`config.mk`:
```
export PLATFORM = sky130hd
export DESIGN_NAME = if_fetch_unit
export DESIGN_NICKNAME = d
export VERILOG_FILES = /design/src/rtl/if_fetch_unit.sv
export SDC_FILE = /design/constraint.sdc
export NUM_CORES = 1
export LEC_CHECK = 0
export ABC_AREA = 1
export BUFFER_PORTS_ARGS = -buffer_cell sky130_fd_sc_hd__clkbuf_2
export CAP_MARGIN = 20
export CORE_ASPECT_RATIO = 0.5
export CORE_UTILIZATION = 35
export DETAILED_ROUTE_END_ITERATION = 16
export GPL_ROUTABILITY_DRIVEN = 0
export PLACE_DENSITY = 0.67
export SYNTH_ARGS = -nofsm -noshare
export SYNTH_HDL_FRONTEND = slang
export SYNTH_SLANG_ARGS = --single-unit
```
`constraint.sdc`:
```
create_clock -name clk -period 5.5 [get_ports clk]
set_clock_uncertainty 0.1 [all_clocks]
set_input_delay 0.55 -clock clk [delete_from_list [all_inputs] [get_ports clk]]
set_output_delay 0.55 -clock clk [all_outputs]
set_load 0.02 [all_outputs]
```
`src/rtl/if_fetch_unit.sv`:
```
// Instruction fetch: PC-driven req/ack to imem, small buffer toward decode.
// Drives fetch_stall so the PC advances once per accepted word or on redirect.
module if_fetch_unit #(
  parameter int DEPTH = 2
) (
  input  logic        clk,
  input  logic        rst_n,
  input  logic [31:0] pc,
  input  logic        flush,
  input  logic        id_stall,
  output logic [31:0] pc_plus4,
  output logic        fetch_stall,
  output logic        imem_req,
  output logic [31:0] imem_addr,
  input  logic        imem_ack,
  input  logic [31:0] imem_rdata,
  output logic        ifid_valid,
  output logic [31:0] ifid_instr,
  output logic [31:0] ifid_pc_plus4
);

  localparam int PW = (DEPTH > 1) ? $clog2(DEPTH) : 1;
  localparam int CW = $clog2(DEPTH + 1);
  localparam logic [CW-1:0] FULL = CW'(DEPTH);

  localparam logic [1:0] IDLE  = 2'd0;
  localparam logic [1:0] WAIT  = 2'd1;
  localparam logic [1:0] DRAIN = 2'd2;

  logic [1:0]    state;
  logic [CW-1:0] count;
  logic [CW-1:0] count_nxt;
  logic [PW-1:0] rd_ptr;
  logic [PW-1:0] wr_ptr;
  logic [31:0]   buf_instr [DEPTH];
  logic [31:0]   buf_pc4   [DEPTH];
  logic          pop;
  logic          accept;
  logic [31:0]   next_addr;

  assign pop       = ifid_valid & ~id_stall & ~flush;
  assign accept    = (state == WAIT) & imem_ack & ~flush;
  assign count_nxt = count + CW'(accept) - CW'(pop);
  assign next_addr = imem_addr + 32'd4;

  assign pc_plus4      = pc + 32'd4;
  assign fetch_stall   = ~(accept | flush);
  assign ifid_valid    = (count != '0);
  assign ifid_instr    = buf_instr[rd_ptr];
  assign ifid_pc_plus4 = buf_pc4[rd_ptr];

  always_ff @(posedge clk or negedge rst_n) begin
    if (!rst_n) begin
      state     <= IDLE;
      imem_req  <= 1'b0;
      imem_addr <= '0;
    end else begin
      unique case (state)
        IDLE: begin
          if (!flush && count < FULL) begin
            imem_req  <= 1'b1;
            imem_addr <= pc;
            state     <= WAIT;
          end
        end
        WAIT: begin
          if (imem_ack) begin
            if (!flush && count_nxt < FULL) begin
              imem_addr <= next_addr;
            end else begin
              imem_req <= 1'b0;
              state    <= IDLE;
            end
          end else if (flush) begin
            state <= DRAIN;
          end
        end
        DRAIN: begin
          // the response still owed to memory is swallowed here
          if (imem_ack) begin
            imem_req <= 1'b0;
            state    <= IDLE;
          end
        end
        default: begin
          imem_req <= 1'b0;
          state    <= IDLE;
        end
      endcase
    end
  end

  always_ff @(posedge clk or negedge rst_n) begin
    if (!rst_n) begin
      count  <= '0;
      rd_ptr <= '0;
      wr_ptr <= '0;
      for (int i = 0; i < DEPTH; i++) begin
        buf_instr[i] <= '0;
        buf_pc4[i]   <= '0;
      end
    end else if (flush) begin
      count  <= '0;
      rd_ptr <= '0;
      wr_ptr <= '0;
    end else begin
      if (accept) begin
        buf_instr[wr_ptr] <= imem_rdata;
        buf_pc4[wr_ptr]   <= next_addr;
        wr_ptr            <= wr_ptr + 1'b1;
      end
      if (pop) begin
        rd_ptr <= rd_ptr + 1'b1;
      end
      count <= count_nxt;
    end
  end

endmodule

```
==> flow_summary.toml <==
[placement]
placed_area_um2 = 10400
portBuffers = 199
dp.cells = 1811
place_hpwl_mm = 19.0

[synthesis]
synthCells = 1317
ys_ff_latch = 167
async_flop_share = 1.00
netlist_top_cells_area = "dfrtp_1 45%, nand2_1 23%, o21ai_0 5.1%"
ys_warn_count = 0
syn_area_per_cell_um2 = 6.99
seq_area_frac_synth = 0.454
synth_top_area_share = 0.454
synth_top_cell_by_area = "dfrtp_1"
synth_cell_types = 31
synth_fp_nets = 1390
syn_area_um2 = 9210
synth_commonest_cells = "572 x nand2_1, 167 x dfrtp_1, 114 x nor2_1, 111 x inv_1, 93 x o21ai_0"
synth_ff_type = "dfrtp_1"
synth-edff-count = 0
yosysMostFrequentCell = "nand2_1"

[global_routing]
grt_pass1_wl_mm = 42.5
use_met3 = 0.0344
met1_usage = 0.283
grt_pass1_vias = 8135
grtUsageTotal = 0.200
grt_max_degree = 90
gr-total-overflow = 0
grt_antenna_before_repair = 0
busiest_layer = "met2"
met2_usage = 0.317

[floorplanning]
dieArea_um2 = 27000
dieWidth_um = 231
start_util = 0.361
num_rows = 41
pin_count = 200
die_h_um = 117
core-area_um2 = 25500

[finish]
drive_above_1_share = 0.173
final_area_um2 = 11000
fin_cells = 1843
nFillCells = 2681
area_growth_pct = 19.2
diodes = 0
final_nets = 1559

[sta]
fmax_mhz = 263
hold_viol_final = 0
tightest_slew_ns = 0.966
rsz0062_at_grt = "false"
finalSetupViolations = 0
setup_tns_ns = 0
post-route-min-period_ns = 3.80
slew_headroom = 0.355
fin_crit_sh = 0.690
slew_violations = 0

[drt]
antenna_left = 0
firstDrtPassIters = 5
via_count = 8757
viasPerCell = 4.75
wl_mm = 26.2
dr.first_iter.drc_count = 689
drc = 0
wl_per_cell_um = 14.2

[critical_path]
crit_top_cell = "nand2_1"
worstPathRequired_ns = 5.74
crit_path_start_kind = "flip-flop"
slowest_delay_ns = 0.69
crit_chain = "nand2_1, clkinv_2, nand3_4, ha_1, inv_1, ha_1, inv_1, nand3_1, nand3_1, nand2_1, nand2_2, inv_2, nand2_1, o21ai_1"
startpoint = "state[0]"
cp_slowest_cell = "clkinv_2"
path_max_fanout = 52
r2r-start = "state[0]"
critPathKind = "reg -> reg"
arrival_ns = 4.04
worstSetupEndpointType = "flip-flop"

[min_path]
hold_class = "in -> async"

[clock_tree]
cts_resized = 0
ctsHoldBuffers = 0
cts_tree = "yes"
insertion_delay_ns = 0.43
cts_buffer_depth = 2
cts_setup_buffers = 0
clk_root_buffer_cell = "clkbuf_16"
htreeDepth = 4
clk_pin_slew_worst_paths_ns = 0.06
numCtsBuffers = 17
clkSinkCount = 167

[status]
outcome = "finished, final reports clean"

[power]
vdd_ir_drop_max_v = 0.000206
p_leak_nw = 5.77
power.density_nw_per_um2 = 561

[flow_run]
drv_cap = 0
[per-stage QoR]
step	power [mW]	setup WS (ns)	hold WS (ns)	util
finish	6.16	1.70	0.0123	0.430
CTS	6.20	1.74	0.0237	0.430
global placement	4.95	1.88	0.355	0.408
global route	6.68	1.31	0.0457	0.430
floorplan	4.06	3.11	0.154	-
detailed placement	5.01	1.76	0.363	0.408
[worst paths after layout]
kind | end | slack [ns] | cells after the start
hold / removal | imem_addr[2] | 0.01 | 1
max in group asynchronous | buf_instr[14] | 4.15 | 2
hold reg to reg | buf_pc4[6] | 0.38 | 2
setup reg to reg | imem_addr[5] | 1.70 | 14
min in group clk | buf_instr[1] | 0.26 | 3
setup / recovery | imem_addr[5] | 1.70 | 14
[power breakdown]
part	total [mW]	internal, mW	switching [mW]
clock	1.17	0.652	0.515
sequential	2.22	1.79	0.430
combinational	2.77	0.848	1.92
total	6.16	3.29	2.87
[cell families (layout without fill, tap and decap cells)]
logic type      after synthesis  in the layout  share of synthesized area
compound gates              150            150                     0.0837
buf+inv                     172            354                     0.0791
simple gates                789            789                      0.345
fa+ha+maj                     4              4                    0.00543
xor+xnor                     35             35                     0.0333
flops                       167            167                      0.454
[routing by layer]
layer	up-vias	wire, um
met3	20	1440
met5	-	0
met4	0	328
li1	4439	-
met2	239	11700
met1	4059	12700
[registers in the layout, indices dropped and copies added (netlist names)]
signal / count
imem_req: 1
imem_addr: 32
rd_ptr: 1
state: 2
wr_ptr: 1
count: 2
buf_pc4: 64
buf_instr: 64
[layout by cell type, fill, tap and decap left out, drive strengths merged]
cell        n
o21ai     138
clkbuf    217
ha          4
nor3b       3
inv       119
nand4       8
nor2      124
a31oi       4
and2        5
nand3b      1
xor2       26
a21oi       5
nor3       10
buf         7
clkinvlp    3
clkinv      7
o21a        2
nand3      63
xnor2       9
bufinv      1
nand2     575
dfrtp     167
o21bai      1
[layout make-up]
cell class                      instances  area [um^2]  share of cell area
Inverter                              117          442              0.0402
Clock buffer                           19          453              0.0413
Timing Repair Buffer                  205         1050              0.0954
Sequential cell                       167         4180               0.381
Tap cell                              344          430              0.0392
Multi-Input combinational cell        978         4300               0.392
Clock inverter                         13          120              0.0109
[critical path: cells and delay by family (launching register included)]
family                     cells  cell delay [ns]
and+or+nand+nor                7             1.49
AOI/OAI and AO/OA              1             0.08
DFF                            1             0.39
buffers and inverters          4             1.22
adders and majority gates      2             0.41
Note: power is estimated with default switching activity, not from simulation.
